File: config.mk
export PLATFORM = sky130hd
export DESIGN_NAME = subleq_ram_responder_flat
export DESIGN_NICKNAME = d
export VERILOG_FILES = /design/src/rtl/subleq_pkg.sv /design/src/rtl/subleq_ram_responder_if.sv /design/src/rtl/subleq_ram_array.sv /design/src/rtl/subleq_ram_responder.sv /design/src/flat_wrapper.sv
export SDC_FILE = /design/constraint.sdc
export NUM_CORES = 2
export LEC_CHECK = 0
export CORE_ASPECT_RATIO = 0.9
export CORE_MARGIN = 10
export CORE_UTILIZATION = 30
export CTS_CLUSTER_SIZE = 10
export DETAILED_ROUTE_END_ITERATION = 10
export GPL_TIMING_DRIVEN = 0
export REMOVE_ABC_BUFFERS = 1
export SLEW_MARGIN = 20
export SYNTH_ARGS = -nofsm -noshare
export SYNTH_HDL_FRONTEND = slang
export SYNTH_SLANG_ARGS = --single-unit
File: constraint.sdc
create_clock -name clk -period 5.4 [get_ports clk]
set_clock_uncertainty 0.1 [all_clocks]
set_input_delay 1.35 -clock clk [delete_from_list [all_inputs] [get_ports clk]]
set_output_delay 1.35 -clock clk [all_outputs]
set_load 0.02 [all_outputs]
File: src/rtl/subleq_pkg.sv
// rtl/subleq_pkg.sv - shared types and constants for the SUBLEQ RAM responder
// Purpose: state encoding, opcode values and default bus widths used by the
//          responder, its store and its interface.
// Ports:   none (package).
package subleq_pkg;

  localparam int DEF_ADR_W = 8;
  localparam int DEF_DAT_W = 8;

  localparam logic OPE_READ  = 1'b0;
  localparam logic OPE_WRITE = 1'b1;

  typedef enum logic [1:0] {
    IDLE = 2'd0,
    WAIT = 2'd1,
    ACK  = 2'd2,
    HOLD = 2'd3
  } state_t;

endpackage

File: src/rtl/subleq_ram_responder_if.sv
// rtl/subleq_ram_responder_if.sv - RAM strobe/bus bundle between control unit and responder
// Purpose: groups the request strobes, address/data buses and completion
//          signals of the SUBLEQ RAM handshake.
// Ports:   master = control unit (drives ram_ena/ram_ope/ram_ctl/adr/dat_in),
//          slave  = responder (drives dat_out/ram_rdy/busy).
interface subleq_ram_responder_if
  import subleq_pkg::*;
#(
  parameter int ADR_W = DEF_ADR_W,
  parameter int DAT_W = DEF_DAT_W
);

  logic             ram_ena;
  logic             ram_ope;
  logic             ram_ctl;
  logic [ADR_W-1:0] adr;
  logic [DAT_W-1:0] dat_in;
  logic [DAT_W-1:0] dat_out;
  logic             ram_rdy;
  logic             busy;

  modport master (
    output ram_ena, ram_ope, ram_ctl, adr, dat_in,
    input  dat_out, ram_rdy, busy
  );

  modport slave (
    input  ram_ena, ram_ope, ram_ctl, adr, dat_in,
    output dat_out, ram_rdy, busy
  );

endinterface

File: src/rtl/subleq_ram_array.sv
// rtl/subleq_ram_array.sv - single-port word store for the SUBLEQ RAM responder
// Purpose: 2**ADR_W x DAT_W store, synchronous write, asynchronous read,
//          no reset (contents survive a responder reset).
// Ports:   clk   - system clock
//          we    - write enable, sampled on rising clk
//          adr   - word address (read and write)
//          wdata - write data
//          rdata - word at adr
module subleq_ram_array #(
  parameter int ADR_W = 8,
  parameter int DAT_W = 8
) (
  input  logic             clk,
  input  logic             we,
  input  logic [ADR_W-1:0] adr,
  input  logic [DAT_W-1:0] wdata,
  output logic [DAT_W-1:0] rdata
);

  logic [DAT_W-1:0] mem [2**ADR_W];

  always_ff @(posedge clk) begin
    if (we) begin
      mem[adr] <= wdata;
    end
  end

  assign rdata = mem[adr];

endmodule

File: src/rtl/subleq_ram_responder.sv
// rtl/subleq_ram_responder.sv - wait-state RAM responder with four-phase ram_ena/ram_rdy handshake
// Purpose: captures a request from IDLE, spends WAIT_STATES cycles in WAIT,
//          performs the access in a one-cycle ACK (ram_rdy=1), then stays in
//          HOLD until the initiator drops ram_ena.
// Ports:   clk - system clock, rising edge
//          res - asynchronous active-low reset
//          bus - slave side of subleq_ram_responder_if
//                (ram_ena/ram_ope/ram_ctl/adr/dat_in in, dat_out/ram_rdy/busy out)
module subleq_ram_responder
  import subleq_pkg::*;
#(
  parameter int ADR_W       = DEF_ADR_W,
  parameter int DAT_W       = DEF_DAT_W,
  parameter int WAIT_STATES = 1
) (
  input  logic                   clk,
  input  logic                   res,
  subleq_ram_responder_if.slave  bus
);

  localparam logic [3:0] WS = 4'(WAIT_STATES);

  state_t           state;
  state_t           state_nxt;
  logic [3:0]       cnt;
  logic [3:0]       cnt_nxt;
  logic [ADR_W-1:0] req_adr;
  logic             req_ope;
  logic [DAT_W-1:0] req_dat;
  logic [DAT_W-1:0] rd_lat;
  logic [DAT_W-1:0] mem_rdata;
  logic             mem_we;
  logic             accept;

  // A request is only taken from IDLE; HOLD absorbs a still-high ram_ena.
  assign accept = (state == IDLE) && bus.ram_ena;

  always_comb begin
    state_nxt = state;
    cnt_nxt   = cnt;
    unique case (state)
      IDLE: begin
        if (bus.ram_ena) begin
          cnt_nxt   = WS;
          state_nxt = (WS == 4'd0) ? ACK : WAIT;
        end
      end
      WAIT: begin
        cnt_nxt = cnt - 4'd1;
        // Counter starts at WAIT_STATES, so leaving at 1 gives exactly
        // WAIT_STATES cycles in WAIT.
        if (cnt <= 4'd1) begin
          state_nxt = ACK;
        end
      end
      ACK: begin
        state_nxt = HOLD;
      end
      HOLD: begin
        if (!bus.ram_ena) begin
          state_nxt = IDLE;
        end
      end
      default: begin
        state_nxt = IDLE;
      end
    endcase
  end

  always_ff @(posedge clk or negedge res) begin
    if (!res) begin
      state   <= IDLE;
      cnt     <= 4'd0;
      req_adr <= '0;
      req_ope <= OPE_READ;
      req_dat <= '0;
      rd_lat  <= '0;
    end else begin
      state <= state_nxt;
      cnt   <= cnt_nxt;
      if (accept) begin
        req_adr <= bus.adr;
        req_ope <= bus.ram_ope;
        req_dat <= bus.dat_in;
      end
      if ((state == ACK) && (req_ope == OPE_READ)) begin
        rd_lat <= mem_rdata;
      end
    end
  end

  // Write enable is decoded from the registered state, so an asynchronous
  // reset during WAIT/ACK drops it before the next edge and the write is lost.
  assign mem_we = (state == ACK) && (req_ope == OPE_WRITE);

  subleq_ram_array #(
    .ADR_W (ADR_W),
    .DAT_W (DAT_W)
  ) u_array (
    .clk   (clk),
    .we    (mem_we),
    .adr   (req_adr),
    .wdata (req_dat),
    .rdata (mem_rdata)
  );

  assign bus.ram_rdy = (state == ACK);
  assign bus.busy    = (state != IDLE);
  assign bus.dat_out = rd_lat & {DAT_W{bus.ram_ctl}};

endmodule

File: src/flat_wrapper.sv
// flat-port wrapper written by rule: the top's interface ports become plain ports
module subleq_ram_responder_flat import subleq_pkg::*;
#(
  parameter int ADR_W       = DEF_ADR_W,
  parameter int DAT_W       = DEF_DAT_W,
  parameter int WAIT_STATES = 1
)
  (clk, res, bus_ram_ena, bus_ram_ope, bus_ram_ctl, bus_adr, bus_dat_in, bus_dat_out, bus_ram_rdy, bus_busy);
  subleq_ram_responder_if #(.ADR_W(ADR_W), .DAT_W(DAT_W)) bus_i ();
  input  logic clk;
  input  logic res;
  input wire logic [$bits(bus_i.ram_ena)-1:0] bus_ram_ena;
  input wire logic [$bits(bus_i.ram_ope)-1:0] bus_ram_ope;
  input wire logic [$bits(bus_i.ram_ctl)-1:0] bus_ram_ctl;
  input wire logic [$bits(bus_i.adr)-1:0] bus_adr;
  input wire logic [$bits(bus_i.dat_in)-1:0] bus_dat_in;
  output wire logic [$bits(bus_i.dat_out)-1:0] bus_dat_out;
  output wire logic [$bits(bus_i.ram_rdy)-1:0] bus_ram_rdy;
  output wire logic [$bits(bus_i.busy)-1:0] bus_busy;
  assign bus_i.ram_ena = bus_ram_ena;
  assign bus_i.ram_ope = bus_ram_ope;
  assign bus_i.ram_ctl = bus_ram_ctl;
  assign bus_i.adr = bus_adr;
  assign bus_i.dat_in = bus_dat_in;
  assign bus_dat_out = bus_i.dat_out;
  assign bus_ram_rdy = bus_i.ram_rdy;
  assign bus_busy = bus_i.busy;
  subleq_ram_responder #(.ADR_W(ADR_W), .DAT_W(DAT_W), .WAIT_STATES(WAIT_STATES)) u_core (.clk(clk), .res(res), .bus(bus_i));
endmodule
# == Word-level counts from Yosys, hierarchy flattened ==
# Memories as Yosys holds them, arrays and structs flattened. A register that Yosys moved wholly into a read port is not among the register bits.
# Cells that the tools add are included.
# totals
register_bits,23
latch_bits,0
mem_bits_rw,2048
rom_bits,0
input_bits,21
out_inout_bits,10
elab_cells,33
memories,1
# memory_table
name,words,word_bits,read_ports,rd_clocked_by_memory_dff,wr,line_no,text
u_core.u_array.mem,256,8,1,1,1,subleq_ram_array.sv:20,logic [DAT_W-1:0] mem [2**ADR_W];
# classes
addsub,1
mul,0
div,0
order_cmp,1
eq_ne,6
shifts,0
muxes,8
bitwise_logic,2
n_reduce_logical,9
# ops
cell,count
8-bit bitwise AND,1
2-bit one-hot mux with 4 select lines,1
4-bit one-hot mux with 2 select lines,1
2-bit two-way mux,3
"2-bit equality test, second input constant",2
"4-bit by 1-bit <= comparator with 1-bit output, second input constant",1
4-bit two-way mux,1
"2-bit != test, second input constant",2
2-bit nonzero test,2
"4-bit by 1-bit subtractor with 4-bit output, second input constant",1
1-bit logical AND,3
3-bit AND reduction,1
"2-bit by 1-bit equality test with 1-bit output, second input constant",1
2-bit logical NOT,1
1-bit two-way mux,2
"2-bit by 1-bit != test with 1-bit output, second input constant",1
2-bit AND reduction,1
1-bit logical NOT,1
1-bit inverter,1

# == Logic depth before layout (Yosys ltp) ==
# logic_depth
word_depth,4
ltp_mapped,12
ltp_nobuf,8

# == Cells and area by module ==
# From an unflattened synthesis, not the netlist that was laid out.
# unflattened
hier_cells,3650
hier_area_um2,79824.1
# by_module_without_submodules
module,instances,cells_per_inst,area_per_inst_um2,seq_area_each_um2
subleq_ram_array,1,3539,78332.6,61499.0
subleq_ram_responder,1,111,1491.4,775.7

# == Least setup slack after synthesis ==
# OpenSTA, ideal clock, no wires.
# synth_path
path_type,register to register
from,register u_core.req_dat[0]
to,memory u_core.u_array.mem[0][0] (data pin)
setup_time_ns,0.803
arrival_ns,3.179
t_required_ns,4.497
path_slack_ns,1.318
path_stages_with_launch,1
n_path_buf,0
period_less_slack_ns,4.082
path_cell_list,dfrtp_1
# synth_lines
element,line_no,text
start: declaration,subleq_ram_responder.sv:29,logic [DAT_W-1:0] req_dat;
start signal: assignment,subleq_ram_responder.sv:84,req_dat <= bus.dat_in;
end: declaration,subleq_ram_array.sv:20,
# No word-level cell before the write port.

# == Worst setup path in the final report ==
# layout_path
from,register u_core.req_adr[0]
to,memory u_core.u_array.mem[13][7] (enable)
# layout_lines
element,line_no,text
start: declaration,subleq_ram_responder.sv:27,logic [ADR_W-1:0] req_adr;
start signal: assignment,subleq_ram_responder.sv:82,req_adr <= bus.adr;
# No word-level cell before the write port.

==> flow_metrics.env <==
export IMPL_status="completed"
export IMPL_io_buffers=30
export IMPL_layout_nets=4021
export IMPL_vias=39600
export IMPL_crit_type="register to register"
export IMPL_drtIter0Drc=4965
export IMPL_slew_headroom_pct=21.1
export IMPL_wl_um=204000
export IMPL_p_int_mw=34.0
export IMPL_avgSynthCellArea_um2=21.0
export IMPL_ys_ff_latch=2079
export IMPL_grtUsageTotal_pct=13.6
export IMPL_seq_area_frac_synth_pct=76.7
export IMPL_cts_hold_buf=0
export IMPL_cts_num_sinks=2079
export IMPL_antenna_left=0
export IMPL_clk_path_buf_depth=3
export IMPL_cts_made_buffers=226
export IMPL_worst_path_max_fanout=55
export IMPL_yosys_warnings=0
export IMPL_worst_path_max_delay_cell="nor2_1"
export IMPL_finalHoldViolCount=0
export IMPL_final_util_pct=34.6
export IMPL_hpwl_um=128000
export IMPL_die_height_um=514
export IMPL_grt_overflow_total=0
export IMPL_clkPwrFrac_pct=26.8
export IMPL_fillerInstances=24700
export IMPL_combPwrFrac_pct=31.2
export IMPL_seq_area_um2=62300
export IMPL_cp_arrival_ns=5.36
export IMPL_hp_class="input port to asynchronous set/reset pin"
export IMPL_syn_inst=3870
export IMPL_fp_dieW_um=568
export IMPL_p_seq_share_pct=42.0
export IMPL_synthArstFlopShare_pct=1.49
export IMPL_gp_congestion=0.772
export IMPL_synth_top_cell_area_share_pct=75.7
export IMPL_finalPower_mw=50.4
export IMPL_cts_tree="done"
export IMPL_grt_pass1_wl_um=296000
export IMPL_post_drt_wl_per_cell_um=26.8
export IMPL_drt_first_pass_iters=6
export IMPL_die_area_um2=292000
export IMPL_initial_core_util_pct=30.1
export IMPL_crit_path_frequent_cell="buf_16"
export IMPL_htreeDepth=4
export IMPL_ioPinCount=31
export IMPL_grt_pass1_vias=40100
export IMPL_syn2layout_area_growth_pct=15.0
export IMPL_root_buffer="clkbuf_16"
export IMPL_drc=0
export IMPL_cap_violations=0
export IMPL_synthDistinctLibCells=65
export IMPL_viasPerCell=5.19
export IMPL_finalSetupViolCount=0
export IMPL_switching_share_pct=32.6
export IMPL_crit_required_ns=5.76
export IMPL_tightest_slew_ns=1.18
export IMPL_min_period_over_period_pct=92.4
export IMPL_clk_pin_slew_ns=0.05
export IMPL_insertion_delay_ns=0.84
export IMPL_p_leak_nw=28.4
export IMPL_fmax_mhz=200
export IMPL_critPathCaptureType="register"
export IMPL_grt_max_degree=81
export IMPL_fin_setup_tns_ns=0
export IMPL_synth_area_leader_cell="edfxtp_1"
export IMPL_p_switching_mw=16.4
export IMPL_rsz0062_at_grt="false"
export IMPL_drv_slew=0
export IMPL_irDropWorstVdd_uv=426
export IMPL_critPathMaxStageDelay_ns=0.79
export IMPL_crit_path_start_kind="register"
export IMPL_power_density_nw_per_um2=540
export IMPL_multi_input_area_um2=17700
export IMPL_synth_ff_type="edfxtp_1"
export IMPL_coreArea_um2=270000
export IMPL_synth_edf_count=2048
export IMPL_worstPathCellList="buf_16 -> buf_16 -> buf_16 -> buf_16 -> buf_12 -> inv_4 -> nor2_2 -> nand2_2 -> buf_12 -> nor2_1"
export IMPL_synth_area_um2=81200
export IMPL_drive_above_1_share_pct=22.7
export IMPL_rows=181
export IMPL_antenna_found_initial=3
export IMPL_period_minus_slack_ns=4.99
export IMPL_synthTopCellsByArea="edfxtp_1 76%, mux4_2 13%, mux2i_1 2.6%"
[cell usage after synthesis, drive strengths merged (12+ instances only)]
| cell type | count |
|---|---|
| a22oi | 59 |
| a32oi | 34 |
| nand2 | 133 |
| a21oi | 35 |
| o221ai | 27 |
| nand3 | 38 |
| mux2i | 214 |
| clkbuf | 76 |
| o22ai | 44 |
| o211ai | 12 |
| and2 | 13 |
| mux4 | 470 |
| nor2b | 15 |
| buf | 161 |
| nor3 | 15 |
| o21ai | 18 |
| nor2 | 294 |
| edfxtp | 2048 |
| mux2 | 20 |
| dfrtp | 31 |
[timing repair]
action | CTS | global route
endpoints found under the setup margin | 0 | 153
resized for setup | 0 | 21
setup buffers | 0 | 0
[stage by stage]
step	worst slack, ns	hold WS [ns]	instances	cell area [um^2]
CTS	0.00162	0.317	7627	93300
global route	0.192	0.350	7627	93300
global placement	-28.92	0.449	7231	84500
detailed placement	0.0365	0.457	7334	87100
finish	0.410	0.366	7628	93300
floorplan	-12.89	0.411	3633	79700
[layout make-up]
cell class / count / share of cell area [%]
clock inverters: 14 / 0.267
multi-input cells: 1545 / 19.0
inverters: 9 / 0.0389
clock buffers: 279 / 6.34
repair buffers: 133 / 2.85
diodes: 1 / 0.00268
flip-flops and latches: 2079 / 66.8
well taps: 3568 / 4.78
[worst max-delay path, delay by kind of cell (launching register included)]
family | cells | cell delay, ns
AND/OR/NAND/NOR | 3 | 1.64
buffers and inverters | 7 | 2.06
flip-flops | 1 | 0.57
[routing by layer]
layer  track usage, %  vias up  routed length, um
li1                 -    16300                  -
met1             19.7    21200              87100
met2             20.7     1831              92800
met3             3.28      276              19800
met4             3.33        0               4630
met5                0        -                  0
[flip-flops by register name, summed over array words and instances (netlist names)]
signal              flops
u_core.cnt              4
u_core.rd_lat           8
u_core.req_adr          8
u_core.req_dat          8
u_core.req_ope          1
u_core.state            2
u_core.u_array.mem   2048
[cells in the final DEF (no fill, tap or decap), types with 10 or more instances in the layout]
| master | instances |
|---|---|
| and2_1 | 10 |
| nand2_1 | 123 |
| nand4_1 | 10 |
| edfxtp_1 | 2048 |
| buf_12 | 28 |
| mux2_2 | 20 |
| nor2b_1 | 11 |
| clkbuf_1 | 50 |
| dfrtp_1 | 15 |
| a21oi_1 | 35 |
| nand2_2 | 10 |
| nand3_1 | 30 |
| a31oi_1 | 10 |
| clkbuf_16 | 229 |
| nor2_1 | 267 |
| mux4_2 | 469 |
| o22ai_1 | 44 |
| o211ai_1 | 12 |
| clkdlybuf4s50_1 | 29 |
| a22oi_1 | 59 |
| a32oi_1 | 34 |
| mux2i_1 | 214 |
| buf_16 | 62 |
| nor2_2 | 26 |
| o221ai_1 | 27 |
| o21ai_0 | 15 |
| dfrtp_4 | 13 |
[logic make-up after synthesis]
logic type	count (synthesis)	synth area share [%]
and+or+nand+nor	550	2.88
buffers and inverters	246	1.82
adders and majority gates	6	0.0925
DFF	2079	76.7
muxes	704	16.0
AOI/OAI and AO/OA	285	2.54
[final timing paths]
path                                         from                   endpoint  slack [ns]  depth (start not counted)
worst max-delay path            u_core.req_adr[0]  u_core.u_array.mem[13][7]        0.41                         10
worst min-delay path                          res          u_core.req_adr[0]        0.37                          1
worst max register to register  u_core.req_adr[0]  u_core.u_array.mem[13][7]        0.41                         10
worst min register to register    u_core.state[0]            u_core.state[0]        0.47                          1
max in group asynchronous                     res           u_core.rd_lat[6]        4.31                          2
min in group clk                  u_core.state[0]            u_core.state[0]        0.47                          1
[power by group through the flow]
stage | combinational, mW | clock [mW] | sequential (mW)
after floorplan | 6.50 | 0 | 23.2
after global placement | 7.41 | 0 | 24.5
after detailed placement | 15.7 | 0 | 21.5
after CTS | 15.8 | 13.7 | 21.2
after global routing | 16.6 | 14.4 | 21.2
final | 15.7 | 13.5 | 21.2
(Power assumes the default switching activity.)
